[config.mk]
export PLATFORM = sky130hd
export DESIGN_NAME = kamus_mem_stage
export DESIGN_NICKNAME = d
export VERILOG_FILES = /design/src/rtl/kamus_pkg.sv /design/src/rtl/kamus_lsu_align.sv /design/src/rtl/kamus_mem_stage.sv
export SDC_FILE = /design/constraint.sdc
export NUM_CORES = 1
export LEC_CHECK = 0
export CAP_MARGIN = 20
export CORE_UTILIZATION = 47
export DETAILED_ROUTE_END_ITERATION = 7
export PLACE_DENSITY = 0.8
export SETUP_SLACK_MARGIN = 0.5
export SLEW_MARGIN = 5
export SYNTH_ARGS = -nofsm -noshare
export SYNTH_HDL_FRONTEND = slang
export SYNTH_SLANG_ARGS = --single-unit
[constraint.sdc]
create_clock -name clk_i -period 12.1 [get_ports clk_i]
set_clock_uncertainty 0.1 [all_clocks]
set_input_delay 2.42 -clock clk_i [delete_from_list [all_inputs] [get_ports clk_i]]
set_output_delay 2.42 -clock clk_i [all_outputs]
set_load 0.02 [all_outputs]
[src/rtl/kamus_pkg.sv]
// kamus_pkg: shared types and helpers for the kamus pipeline memory stage.
package kamus_pkg;

    typedef enum logic [5:0] {
        OP_NOP  = 6'd0,
        OP_ADD  = 6'd1,
        OP_SUB  = 6'd2,
        OP_AND  = 6'd3,
        OP_OR   = 6'd4,
        OP_XOR  = 6'd5,
        OP_SLL  = 6'd6,
        OP_SRL  = 6'd7,
        OP_SRA  = 6'd8,
        OP_SLT  = 6'd9,
        OP_SLTU = 6'd10,
        OP_LUI  = 6'd11,
        OP_JAL  = 6'd12,
        OP_JALR = 6'd13,
        OP_LB   = 6'd32,
        OP_LH   = 6'd33,
        OP_LW   = 6'd34,
        OP_LBU  = 6'd35,
        OP_LHU  = 6'd36,
        OP_SB   = 6'd40,
        OP_SH   = 6'd41,
        OP_SW   = 6'd42
    } operation_e;

    typedef enum logic [1:0] {
        BYTE = 2'd0,
        HALF = 2'd1,
        WORD = 2'd2
    } mem_size_e;

    typedef struct packed {
        operation_e  operation;
        logic [4:0]  rd_addr;
        logic        regfile_wr_en;
        logic [1:0]  wb_mux_sel;
        logic        l1d_wr_en;
    } instr_decoded_t;

    localparam logic [3:0] EXC_LOAD_MISALIGN  = 4'd4;
    localparam logic [3:0] EXC_LOAD_FAULT     = 4'd5;
    localparam logic [3:0] EXC_STORE_MISALIGN = 4'd6;
    localparam logic [3:0] EXC_STORE_FAULT    = 4'd7;

    function automatic logic is_mem_op(input operation_e op);
        return op inside {OP_LB, OP_LH, OP_LW, OP_LBU, OP_LHU, OP_SB, OP_SH, OP_SW};
    endfunction

    function automatic logic op_is_store(input operation_e op);
        return op inside {OP_SB, OP_SH, OP_SW};
    endfunction

    function automatic logic op_is_unsigned(input operation_e op);
        return op inside {OP_LBU, OP_LHU};
    endfunction

    function automatic mem_size_e op_size(input operation_e op);
        case (op)
            OP_LB, OP_LBU, OP_SB: op_size = BYTE;
            OP_LH, OP_LHU, OP_SH: op_size = HALF;
            default:              op_size = WORD;
        endcase
    endfunction

    function automatic logic is_misaligned(input mem_size_e size, input logic [1:0] addr_lo);
        case (size)
            HALF:    is_misaligned = addr_lo[0];
            WORD:    is_misaligned = (addr_lo != 2'b00);
            default: is_misaligned = 1'b0;
        endcase
    endfunction

endpackage

[src/rtl/kamus_lsu_align.sv]
// kamus_lsu_align: byte-lane steering for stores and extraction/extension
// for loads. Purely combinational.
module kamus_lsu_align
    import kamus_pkg::*;
(
    input  mem_size_e   size,
    input  logic        store,
    input  logic        unsigned_ld,
    input  logic [1:0]  addr_lo,
    input  logic [31:0] store_data,
    input  logic [31:0] rdata,
    output logic [3:0]  be,
    output logic [31:0] wdata,
    output logic [31:0] load_data
);

    logic [7:0]  byte_sel;
    logic [15:0] half_sel;

    assign byte_sel = rdata[{addr_lo, 3'b000} +: 8];
    assign half_sel = rdata[{addr_lo[1], 4'b0000} +: 16];

    // Store lane enables and replicated write data; loads read the full word.
    always_comb begin
        be    = 4'hF;
        wdata = store_data;
        if (store) begin
            case (size)
                BYTE: begin
                    be    = 4'b0001 << addr_lo;
                    wdata = {4{store_data[7:0]}};
                end
                HALF: begin
                    be    = 4'b0011 << {addr_lo[1], 1'b0};
                    wdata = {2{store_data[15:0]}};
                end
                default: begin
                    be    = 4'hF;
                    wdata = store_data;
                end
            endcase
        end
    end

    // Select the addressed byte/half of the response and sign/zero extend it.
    always_comb begin
        load_data = rdata;
        case (size)
            BYTE:    load_data = unsigned_ld ? {24'b0, byte_sel} : {{24{byte_sel[7]}}, byte_sel};
            HALF:    load_data = unsigned_ld ? {16'b0, half_sel} : {{16{half_sel[15]}}, half_sel};
            default: load_data = rdata;
        endcase
    end

endmodule

[src/rtl/kamus_mem_stage.sv]
// kamus_mem_stage: memory stage between execute and writeback. Runs L1D
// load/store transactions and registers results/exceptions toward WB.
// Build option KAMUS_MISALIGN_TRAP_EN: misaligned H/W accesses trap from IDLE
// (cause 4/6) instead of being issued with forced word alignment.
//
// state | meaning
// IDLE  | ready; non-memory ops and misalign traps retire directly from here
// REQ   | request driven on L1D, outputs held until grant
// RSP   | granted, waiting for response / store ack
module kamus_mem_stage
    import kamus_pkg::*;
#(
    parameter int BUS_TIMEOUT_CYCLES = 255
) (
    input  logic        clk_i,
    input  logic        rst_i,
    input  logic        valid_i,
    output logic        ready_o,
    input  logic [5:0]  operation_i,
    input  logic [31:0] ex_i,
    input  logic [31:0] rs2_data_i,
    input  logic [4:0]  rd_addr_i,
    input  logic        regfile_wr_en_i,
    input  logic [1:0]  wb_mux_sel_i,
    input  logic        l1d_wr_en_i,
    input  logic [31:0] next_pc_i,
    output logic        dmem_req_o,
    output logic        dmem_we_o,
    output logic [3:0]  dmem_be_o,
    output logic [31:0] dmem_addr_o,
    output logic [31:0] dmem_wdata_o,
    input  logic        dmem_gnt_i,
    input  logic        dmem_rvalid_i,
    input  logic [31:0] dmem_rdata_i,
    input  logic        dmem_err_i,
    output logic        wb_valid_o,
    output logic [4:0]  wb_rd_addr_o,
    output logic        wb_regfile_wr_en_o,
    output logic [1:0]  wb_mux_sel_o,
    output logic [31:0] wb_ex_o,
    output logic [31:0] wb_load_data_o,
    output logic [31:0] wb_next_pc_o,
    output logic        exc_o,
    output logic [3:0]  exc_cause_o,
    output logic [31:0] exc_addr_o
);

    typedef enum logic [1:0] {
        S_IDLE = 2'd0,
        S_REQ  = 2'd1,
        S_RSP  = 2'd2
    } state_e;

    // The counter only ever holds 0 .. BUS_TIMEOUT_CYCLES-1; the fault fires
    // in the last allowed cycle so the request is live for exactly that many.
    localparam bit              TMO_EN   = (BUS_TIMEOUT_CYCLES != 0);
    localparam int              CNT_W    = (BUS_TIMEOUT_CYCLES > 1) ? $clog2(BUS_TIMEOUT_CYCLES) : 1;
    localparam logic [CNT_W-1:0] TMO_LAST = CNT_W'(BUS_TIMEOUT_CYCLES - 1);

    state_e           state, state_nxt;
    instr_decoded_t   ctl_q;
    logic [31:0]      addr_q, rs2_q, next_pc_q;
    logic [CNT_W-1:0] tmo_cnt;
    operation_e       op_in;
    logic             accept, mem_in, trap_in, tmo_hit, st_q;
    logic             done_ok, done_fault;
    logic [3:0]       lane_be;
    logic [31:0]      lane_wdata, lane_load;

    assign op_in   = operation_e'(operation_i);
    assign ready_o = (state == S_IDLE);
    assign accept  = valid_i && ready_o;
    assign mem_in  = is_mem_op(op_in);
    assign st_q    = op_is_store(ctl_q.operation);
    assign tmo_hit = TMO_EN && (state != S_IDLE) && (tmo_cnt == TMO_LAST);

`ifdef KAMUS_MISALIGN_TRAP_EN
    assign trap_in = mem_in && is_misaligned(op_size(op_in), ex_i[1:0]);
`else
    assign trap_in = 1'b0;
`endif

    kamus_lsu_align u_align (
        .size        (op_size(ctl_q.operation)),
        .store       (st_q),
        .unsigned_ld (op_is_unsigned(ctl_q.operation)),
        .addr_lo     (addr_q[1:0]),
        .store_data  (rs2_q),
        .rdata       (dmem_rdata_i),
        .be          (lane_be),
        .wdata       (lane_wdata),
        .load_data   (lane_load)
    );

    // State register.
    always_ff @(posedge clk_i or posedge rst_i) begin
        if (rst_i) state <= S_IDLE;
        else       state <= state_nxt;
    end

    // Next state, bus outputs and completion qualifiers.
    always_comb begin
        state_nxt    = state;
        done_ok      = 1'b0;
        done_fault   = 1'b0;
        dmem_req_o   = 1'b0;
        dmem_we_o    = 1'b0;
        dmem_be_o    = 4'h0;
        dmem_addr_o  = 32'h0;
        dmem_wdata_o = 32'h0;
        case (state)
            S_IDLE: begin
                if (accept && mem_in && !trap_in) state_nxt = S_REQ;
            end
            S_REQ: begin
                dmem_req_o   = 1'b1;
                dmem_we_o    = ctl_q.l1d_wr_en;
                dmem_be_o    = lane_be;
                dmem_addr_o  = {addr_q[31:2], 2'b00};
                dmem_wdata_o = lane_wdata;
                if (tmo_hit) begin
                    state_nxt  = S_IDLE;
                    done_fault = 1'b1;
                end else if (dmem_gnt_i) begin
                    state_nxt = S_RSP;
                end
            end
            S_RSP: begin
                if (dmem_rvalid_i) begin
                    state_nxt  = S_IDLE;
                    done_fault = dmem_err_i;
                    done_ok    = !dmem_err_i;
                end else if (tmo_hit) begin
                    state_nxt  = S_IDLE;
                    done_fault = 1'b1;
                end
            end
            default: state_nxt = S_IDLE;
        endcase
    end

    // Bus timeout counter, running only while an access is outstanding.
    always_ff @(posedge clk_i or posedge rst_i) begin
        if (rst_i)                                      tmo_cnt <= '0;
        else if (state == S_IDLE || state_nxt == S_IDLE) tmo_cnt <= '0;
        else if (TMO_EN)                                tmo_cnt <= tmo_cnt + CNT_W'(1);
    end

    // Latch the memory op and its control fields on accept.
    always_ff @(posedge clk_i or posedge rst_i) begin
        if (rst_i) begin
            ctl_q     <= '0;
            addr_q    <= 32'h0;
            rs2_q     <= 32'h0;
            next_pc_q <= 32'h0;
        end else if (accept && mem_in && !trap_in) begin
            ctl_q     <= '{operation: op_in, rd_addr: rd_addr_i, regfile_wr_en: regfile_wr_en_i,
                           wb_mux_sel: wb_mux_sel_i, l1d_wr_en: l1d_wr_en_i};
            addr_q    <= ex_i;
            rs2_q     <= rs2_data_i;
            next_pc_q <= next_pc_i;
        end
    end

    // Writeback registers: immediate retire from IDLE, or access completion.
    always_ff @(posedge clk_i or posedge rst_i) begin
        if (rst_i) begin
            wb_valid_o         <= 1'b0;
            wb_rd_addr_o       <= 5'h0;
            wb_regfile_wr_en_o <= 1'b0;
            wb_mux_sel_o       <= 2'h0;
            wb_ex_o            <= 32'h0;
            wb_load_data_o     <= 32'h0;
            wb_next_pc_o       <= 32'h0;
            exc_o              <= 1'b0;
            exc_cause_o        <= 4'h0;
            exc_addr_o         <= 32'h0;
        end else begin
            wb_valid_o <= 1'b0;
            exc_o      <= 1'b0;
            if (accept && (!mem_in || trap_in)) begin
                wb_valid_o         <= 1'b1;
                wb_rd_addr_o       <= rd_addr_i;
                wb_regfile_wr_en_o <= regfile_wr_en_i && !trap_in;
                wb_mux_sel_o       <= wb_mux_sel_i;
                wb_ex_o            <= ex_i;
                wb_load_data_o     <= 32'h0;
                wb_next_pc_o       <= next_pc_i;
                exc_o              <= trap_in;
                exc_cause_o        <= !trap_in ? 4'h0 :
                                      op_is_store(op_in) ? EXC_STORE_MISALIGN : EXC_LOAD_MISALIGN;
                exc_addr_o         <= trap_in ? ex_i : 32'h0;
            end else if (done_ok || done_fault) begin
                wb_valid_o         <= 1'b1;
                wb_rd_addr_o       <= ctl_q.rd_addr;
                wb_regfile_wr_en_o <= ctl_q.regfile_wr_en && !done_fault;
                wb_mux_sel_o       <= ctl_q.wb_mux_sel;
                wb_ex_o            <= addr_q;
                wb_load_data_o     <= (st_q || done_fault) ? 32'h0 : lane_load;
                wb_next_pc_o       <= next_pc_q;
                exc_o              <= done_fault;
                exc_cause_o        <= !done_fault ? 4'h0 : st_q ? EXC_STORE_FAULT : EXC_LOAD_FAULT;
                exc_addr_o         <= done_fault ? addr_q : 32'h0;
            end
        end
    end

endmodule
==> flow_summary.yaml, run 1 <==
routing:
  antenna_left: 0
  wl_per_cell_um: 20.5
  via_per_inst: 5.52
  wl_um: 34700
  remaining_drc_errors: 0
  num_vias: 9324
  firstDrtPassIters: 5
  drt_iter0_drc: 670
yosys:
  netlist_area_um2: 11900
  netlist_instances: 1020
  ys.flop_type: "dfrtp_1"
  synth_enable_flop_cells: 0
  synth-seq-cells: 261
  async_flop_share_pct: 100
  ys_types: 61
  synth_area_leader_cell: "dfrtp_1"
  syn_avg_cell_area_um2: 11.7
  yosysWarnings: 0
  yosysTopAreaCellShare_pct: 54.7
  ys_top_cells_by_area: "dfrtp_1 (55%), mux2i_1 (6.1%), mux2_1 (5.3%)"
  ys_seq_area_share_pct: 54.7
timing:
  finalCritPeriodShare_pct: 47.5
  setup_viol: 0
  finalCriticalPeriod_ns: 5.75
  setup_tns_ns: 0
  max_freq_mhz: 174
  hold_viol: 0
  timing.final.ws_setup_ns: 6.35
  grt_setup_unrepaired: "false"
  maxSlewViolCount: 0
  slew_headroom_pct: 26.8
  worst_pin_slew_ns: 1.10
cts:
  worstSkewPairLatency_ns: 0.53
  cts_setup_buffers: 0
  ctsHoldBuffers: 0
  cts.sinks: 261
  cts.clk_slew.worst_paths_ns: 0.06
  htree_levels: 1
  ctsResizeCount: 0
  numCtsBuffers: 27
  cts_tree: "built"
  clock-root-buffer: "clkbuf_16"
  cts_buffer_depth: 3
place:
  pre_cts_slack_ns: 6.52
  hpwl_um: 24200
  numPortBuffers: 358
  gp_congestion: 0.877
die:
  die_w_um: 161
  start_util_pct: 48.5
  dieArea_um2: 26000
  core_um2: 24600
  ios: 362
  fp-row-count: 57
  die_y_um: 161
critical_path:
  slowest_delay_ns: 0.79
  worst_path_max_delay_cell: "o21ai_1"
  cp_top_family: "compound AO/OA/AOI/OAI gates"
  critPathKind: "flip-flop to output pin"
  timing.critical_path.from_type: "flip-flop"
  endpoint_kind: "output pin"
  cp.arrival_ns: 3.23
  crit_top_cell: "o21ai_1"
  path_cells: "and3b_1 > o21ai_1 > o22a_1 > o21ai_1 > nor2_1 > clkdlybuf4s50_1"
  crit_required_ns: 9.58
  cp_max_fo: 12
  path_buf_inv: 1
final_layout:
  area_growth_pct: 39.5
  layout_commonest_cell: "clkdlybuf4s50_1"
  drive_above_1_share_pct: 9.75
  nets: 1499
  final_cell_mix: "clkdlybuf4s50_1 (358), dfrtp_1 (261), nand2_1 (99)"
grt:
  first_global_vias: 9737
  grtUsageTotal_pct: 26.7
  grt_overflow: 0
  grt_pass1_wl_um: 54400
  gr-usage-met2_pct: 45.7
  grt_busiest_layer: "met2"
  use_met3_pct: 6.14
  grtUsageMet1_pct: 33.3
  grt_max_degree: 120
  antenna_found_initial: 2
pwr:
  irDropWorstVdd_uv: 143
  powerDensity_nw_per_um2: 242
  p_leak_uw: 0.00690
outcome:
  status: "complete, no violations"
hold_path:
  hold_path.class: "flip-flop to flip-flop"
run:
  maxCapViolCount: 0
flip-flops by register name (all words and copies together) (netlist names), 2 cells and up:
name and flops:
ctl_q 15, wb_load_data_o 32, addr_q 32, exc_addr_o 32
wb_next_pc_o 32, tmo_cnt 8, state 2, exc_cause_o 2
rs2_q 32, next_pc_q 32, wb_ex_o 32, wb_mux_sel_o 2
wb_rd_addr_o 5
kinds of logic after synthesis:
family	count (synthesis)	synth area share, %
AND/OR/NAND/NOR	248	9.40
buffers and inverters	86	3.29
XOR/XNOR	6	0.440
adder cells (fa/ha/maj)	6	0.629
AO/OA/AOI/OAI	224	13.7
other	1	0.0314
multiplexers	188	17.8
flip-flops	261	54.7
routing by layer:
layer / vias up / wire length [um]
met2: 385 / 17100
met4: 0 / 1130
met5: - / 0
met1: 4612 / 13600
li1: 4259 / -
met3: 68 / 2890
path summary, 6_finish.rpt:
path                                    end           from  cells past startpoint  slack (ns)
setup / recovery           dmem_wdata_o[28]      ctl_q[10]                      6        6.35
hold / removal                next_pc_q[21]  next_pc_q[21]                      1        0.39
setup reg to reg                 wb_ex_o[5]       state[1]                      8        8.41
hold reg to reg               next_pc_q[21]  next_pc_q[21]                      1        0.39
max in group asynchronous    exc_cause_o[1]          rst_i                      3        8.03
min in group asynchronous  wb_next_pc_o[18]          rst_i                      2        2.36
where the power goes:
part,internal (uW),switching (uW)
clock network,540,342
registers,1200,264
logic,789,885
layout make-up:
class,count,area [um2]
sequential,261,6530
clock inverter,14,200
multi-input combinational,675,5060
antenna,2,5.00
inverter,11,48.8
tap,324,405
clock buffer,35,746
timing repair buffer,368,3660
fill,1881,7950
synth_stat cells (9+ instances only):
library cell,count
dfrtp_1,261
nand2_1,99
o21ai_1,83
nor2_1,81
mux2i_1,73
mux2_1,56
mux2_2,51
a22o_1,49
clkbuf_1,46
and2_1,39
buf_2,14
a21oi_1,13
inv_1,11
a2bb2oi_2,10
o21ai_0,9
stage by stage:
stage               power (uW)  hold WS [ns]  util, %  cell area [um2]  instances
floorplan                 2420         0.350        -            11900       1022
global placement          3100         0.368     63.8            15700       1638
detailed placement        3150         0.375     63.8            15700       1638
CTS                       4050         0.389     67.6            16600       1687
global route              4240         0.398     67.7            16600       1689
finish                    4020         0.385     67.7            16700       1690
worst reg2reg max path: stages (launching register included):
cell and delay (ns):
dfrtp_1 0.42, inv_1 0.10, ha_2 0.19, buf_4 0.47
o2111ai_1 0.47, o21ai_4 0.51, buf_4 0.82, mux2i_1 0.36
o21ai_1 0.09
No activity file was read; power rests on OpenSTA's default activity.
==> run 2, diff against run 1 <==
--- a/config.mk
+++ b/config.mk
@@ -6,9 +6,9 @@
 export NUM_CORES = 1
 export LEC_CHECK = 0
 export CAP_MARGIN = 20
-export CORE_UTILIZATION = 47
+export CORE_UTILIZATION = 43
 export DETAILED_ROUTE_END_ITERATION = 7
-export PLACE_DENSITY = 0.8
+export PLACE_DENSITY = 0.77
 export SETUP_SLACK_MARGIN = 0.5
 export SLEW_MARGIN = 5
 export SYNTH_ARGS = -nofsm -noshare
==> constraint.sdc (replaced) <==
create_clock -name clk_i -period 4.7 [get_ports clk_i]
set_clock_uncertainty 0.1 [all_clocks]
set_input_delay 0.94 -clock clk_i [delete_from_list [all_inputs] [get_ports clk_i]]
set_output_delay 0.94 -clock clk_i [all_outputs]
set_load 0.02 [all_outputs]
==> flow_summary.yaml, run 2 (synthesis gave the netlist of run 1 again) <==
critical_path:
  endpoint_kind: "output pin"
  cp_top_family: "simple AND/OR/NAND/NOR gates"
  slowest_delay_ns: 0.56
  path_buf_inv: 1
  timing.critical_path.from_type: "flip-flop"
  path_cells: "nor3b_2 > nand3_1 > o21ai_1 > nor2_1 > clkdlybuf4s50_1"
  cp.arrival_ns: 3.06
  crit_required_ns: 3.66
  worst_path_max_delay_cell: "clkdlybuf4s50_1"
  critPathKind: "flip-flop to output pin"
  cp_max_fo: 10
place:
  hpwl_um: 24200
  place_area_um2: 15900
  pre_cts_slack_ns: 1.10
  gp_congestion: 0.852
  numPortBuffers: 358
timing:
  max_freq_mhz: 244
  finalCriticalPeriod_ns: 4.10
  setup_tns_ns: 0
  slew_headroom_pct: 30.5
  maxSlewViolCount: 0
  worst_pin_slew_ns: 1.04
  timing.final.ws_setup_ns: 0.605
  finalCritPeriodShare_pct: 87.1
  setup_viol: 0
  grt_setup_unrepaired: "false"
  hold_viol: 0
routing:
  num_vias: 9350
  wl_per_cell_um: 20.0
  firstDrtPassIters: 5
  wl_um: 35000
  drt_iter0_drc: 630
  remaining_drc_errors: 0
  top_layer: "met4"
  wl_met3_um: 2850
  via_per_inst: 5.34
  wl_met1_um: 14000
  wl_met2_um: 16400
  antenna_left: 0
final_layout:
  nets: 1510
  drive_above_1_share_pct: 10.6
  area_growth_pct: 42.1
  fin_area_um2: 17000
  final_cell_mix: "clkdlybuf4s50_1 (358), dfrtp_1 (261), nand2_1 (99)"
  layout_commonest_cell: "clkdlybuf4s50_1"
pwr:
  p_leak_uw: 0.00701
  p_sw_share_pct: 36.6
  seqPwrFrac_pct: 35.1
  powerDensity_nw_per_um2: 627
  irDropWorstVdd_uv: 361
  p_int_uw: 6740
  finalPower_uw: 10600
  clockPowerShare_pct: 23.6
  p_switching_uw: 3890
  p_comb_share_pct: 41.4
cts:
  clock-root-buffer: "clkbuf_16"
  ctsResizeCount: 0
  htree_levels: 1
  numCtsBuffers: 30
  cts.clk_slew.worst_paths_ns: 0.06
  cts_tree: "built"
  ctsHoldBuffers: 0
  cts_buffer_depth: 3
  cts.sinks: 261
  cts_setup_buffers: 0
  worstSkewPairLatency_ns: 0.54
grt:
  grt_max_degree: 114
  antenna_found_initial: 1
  grtUsageTotal_pct: 24.6
  first_global_vias: 9670
  grt_overflow: 0
  grt_pass1_wl_um: 55000
die:
  die_w_um: 169
  die_y_um: 169
  dieArea_um2: 28400
  fp-row-count: 60
  start_util_pct: 44.0
  ios: 362
  core_um2: 27100
run:
  maxCapViolCount: 0
outcome:
  status: "complete, no violations"
hold_path:
  hold_path.class: "flip-flop to flip-flop"
-- run 2: path summary, 6_finish.rpt --
kind | startpoint | end | slack (ns) | depth (start not counted)
worst max-delay path | ctl_q[11] | dmem_wdata_o[12] | 0.60 | 5
worst min-delay path | wb_load_data_o[0] | wb_load_data_o[0] | 0.39 | 1
worst max register to register | addr_q[1] | wb_load_data_o[9] | 1.55 | 5
worst min register to register | wb_load_data_o[0] | wb_load_data_o[0] | 0.39 | 1
max in group asynchronous | rst_i | ctl_q[5] | 2.83 | 3
min in group asynchronous | rst_i | ctl_q[9] | 0.74 | 2
-- run 2: worst reg2reg max path, delay by kind of cell, from the launching register on --
kind / cells / cell delay [ns]
compound gates: 3 / 1.24
flops: 1 / 0.86
simple gates: 2 / 0.84
-- run 2: metal layers --
layer,global-route usage (%),vias up
li1,-,4286
met3,7.08,101
met2,40.2,376
met1,30.2,4587
met4,11.3,0
met5,0,-
-- run 2: layout make-up --
type | instances | area [um2]
Antenna cell | 1 | 2.50
Timing Repair Buffer | 376 | 3780
Clock inverter | 12 | 190
Fill cell | 2130 | 10100
Clock buffer | 42 | 887
Multi-Input combinational cell | 675 | 5050
Tap cell | 372 | 465
Sequential cell | 261 | 6530
Inverter | 11 | 45.0
-- run 2: per-stage QoR --
step	util (%)	std cells	hold slack (ns)
after detailed placement	58.6	1695	0.373
final	62.6	1750	0.387
after global placement	58.6	1695	0.364
after global routing	62.6	1750	0.393
after CTS	62.6	1749	0.389
after floorplan	-	1022	0.350
-- run 2: power groups by stage --
| stage | combinational [uW] | clock (uW) | sequential [uW] |
|---|---|---|---|
| 2_1_floorplan | 2220 | 0 | 4010 |
| 3_3_place_gp | 4320 | 0 | 3720 |
| 3_5_place_dp | 4400 | 0 | 3760 |
| 4_1_cts | 4420 | 2560 | 3730 |
| 5_1_grt | 4720 | 2650 | 3850 |
| 6_report | 4400 | 2500 | 3730 |
==> edit: new RTL, settings of run 1 <==
The 3 states of `state_e` get a one-hot encoding in 3 bits.
--- a/src/rtl/kamus_mem_stage.sv
+++ b/src/rtl/kamus_mem_stage.sv
@@ -47,6 +47,6 @@
 
-    typedef enum logic [1:0] {
-        S_IDLE = 2'd0,
-        S_REQ  = 2'd1,
-        S_RSP  = 2'd2
+    typedef enum logic [2:0] {
+        S_IDLE = 3'b001,
+        S_REQ  = 3'b010,
+        S_RSP  = 3'b100
     } state_e;
Behaviour: no difference found for any inputs over 4 cycles, from zero or initial values and one cycle with rst_i high; so few cycles prove little.
==> edit against run 1 <==
- combinational power down 46%
- final area up 2.8%
- worst setup slack worse by 59 ps
- count of clock-buffer cells in the layout up 6
- maximum frequency down 1.0%
- register-to-register slack better by 60 ps
- power down 23%
- wire length down 2.6%
- synthesized area up 3.2%
- die area up 3.2%
- sequential cell count up 1
- via count down 5.0%
- final cell count down 5.1%
- critical path type unchanged
- largest power group is now registers
- highest routed layer unchanged
==> edit: results (changes against run 1) <==
1st-iter DRT viols=642 (was 670); WL per Instance=21.06 µm (was 20.51 µm); pin count of the biggest net entering global routing=112 (was 120); LEAKAGE=0.007377 µW (was 0.006895 µW); die area=26860 µm² (was 26040 µm²); reg-to-reg critical path startpoint=state[0] (was state[1]); nets@finish=1403 (was 1499); placed inst area=16050 µm² (was 15690 µm²); Clock power frac=0.307 (was 0.219); vias in the first global route=9315 (was 9737); Sw Ratio=0.2936 (was 0.3706); Synth cell types=59 (was 61); reg2reg path depth=6 (was 8); post-synthesis sequential area ratio=0.5322 (was 0.5472); vias after detailed routing=8855 (was 9324); worst-margin pin slew=952.0 ps (was 1099 ps); CP endpoint=dmem_wdata_o[14] (was dmem_wdata_o[28]); leading post-synthesis cells by cell area=dfrtp_1, mux2_2, mux2_4, a22o_1, and2_1 (was dfrtp_1, mux2i_1, mux2_1, mux2_2, a22o_1); VDD IR max=0.1262 mV (was 0.1431 mV); WHS Endpoint=wb_load_data_o[12] (was next_pc_q[21]); Hold Path Origin=wb_load_data_o[12] (was next_pc_q[21]); DPL Wire Length=22.22 mm (was 24.18 mm); CP startpoint=state[2] (was ctl_q[10]); Seq pwr share=0.400 (was 0.365); GP Congestion=0.8562 (was 0.8765); synth cell count leaders=dfrtp_1, mux2_2, nor2_1, mux2_4, and2_1 (was dfrtp_1, nand2_1, o21ai_1, nor2_1, mux2i_1); r2r endpoint=addr_q[9] (was wb_ex_o[5]); Tot GR Track Use=0.2518 (was 0.2675); crit path max fanout=48 (was 12); run status=complete, no violations (unchanged)
==> edit: changes by cell type in the layout (fill, tap and decap cells not counted), sizes merged, moves of 5 or more <==
cell	delta
mux2i	-71
mux2	+144
o21ai	-75
clkbuf	+6
nor2	-16
a22oi	+5
o2bb2ai	+18
a2bb2oi	-16
a22o	-15
nand2	-76
==> edit: worst max-delay path, stage by stage (launching register included) <==
cell             delay, ps
dfrtp_1                450
nand2b_1               190
or2_2                  420
inv_1                   90
buf_4                  460
o21ai_0                320
nor2_1                 180
clkdlybuf4s50_1        610
==> edit: area by class of cell <==
type	instances	area [µm²]	share of cell area
Multi-Input combinational cell	580	5374	0.3140
Sequential cell	262	6558	0.3832
Antenna cell	1	2.502	0.0001462
Tap cell	330	412.9	0.02413
Timing Repair Buffer	371	3701	0.2163
Clock inverter	11	187.7	0.01097
Inverter	8	37.54	0.002193
Clock buffer	41	840.8	0.04913
==> edit: stage by stage <==
step,instances,worst slack (ps),total power (µW),utilization
2_1_floorplan,918,2370,1776,-
3_3_place_gp,1549,6166,2116,0.6300
3_5_place_dp,1549,6123,2143,0.6300
4_1_cts,1601,6303,3103,0.6704
5_1_grt,1603,6150,3221,0.6718
6_report,1604,6292,3079,0.6719
==> edit: per-layer routing <==
layer	vias up	wire length, µm	GRT usage
li1	3959	-	-
met3	46	2919	0.06768
met5	-	0	0
met1	4477	13430	0.3147
met2	373	16710	0.4307
met4	0	716	0.06566
==> edit: kinds of logic (layout without fill, tap and decap cells) <==
kind of cell	count (synthesis)	count (layout)	share of synthesized area
buffers and inverters	76	431	0.03392
AOI/OAI and AO/OA	142	142	0.08937
xor gates and xnor gates	6	6	0.004265
adders and majority gates	2	2	0.002031
muxes	261	261	0.2645
other	1	4	0.0003044
and+or+nand+nor	166	166	0.07332
DFF	262	262	0.5322
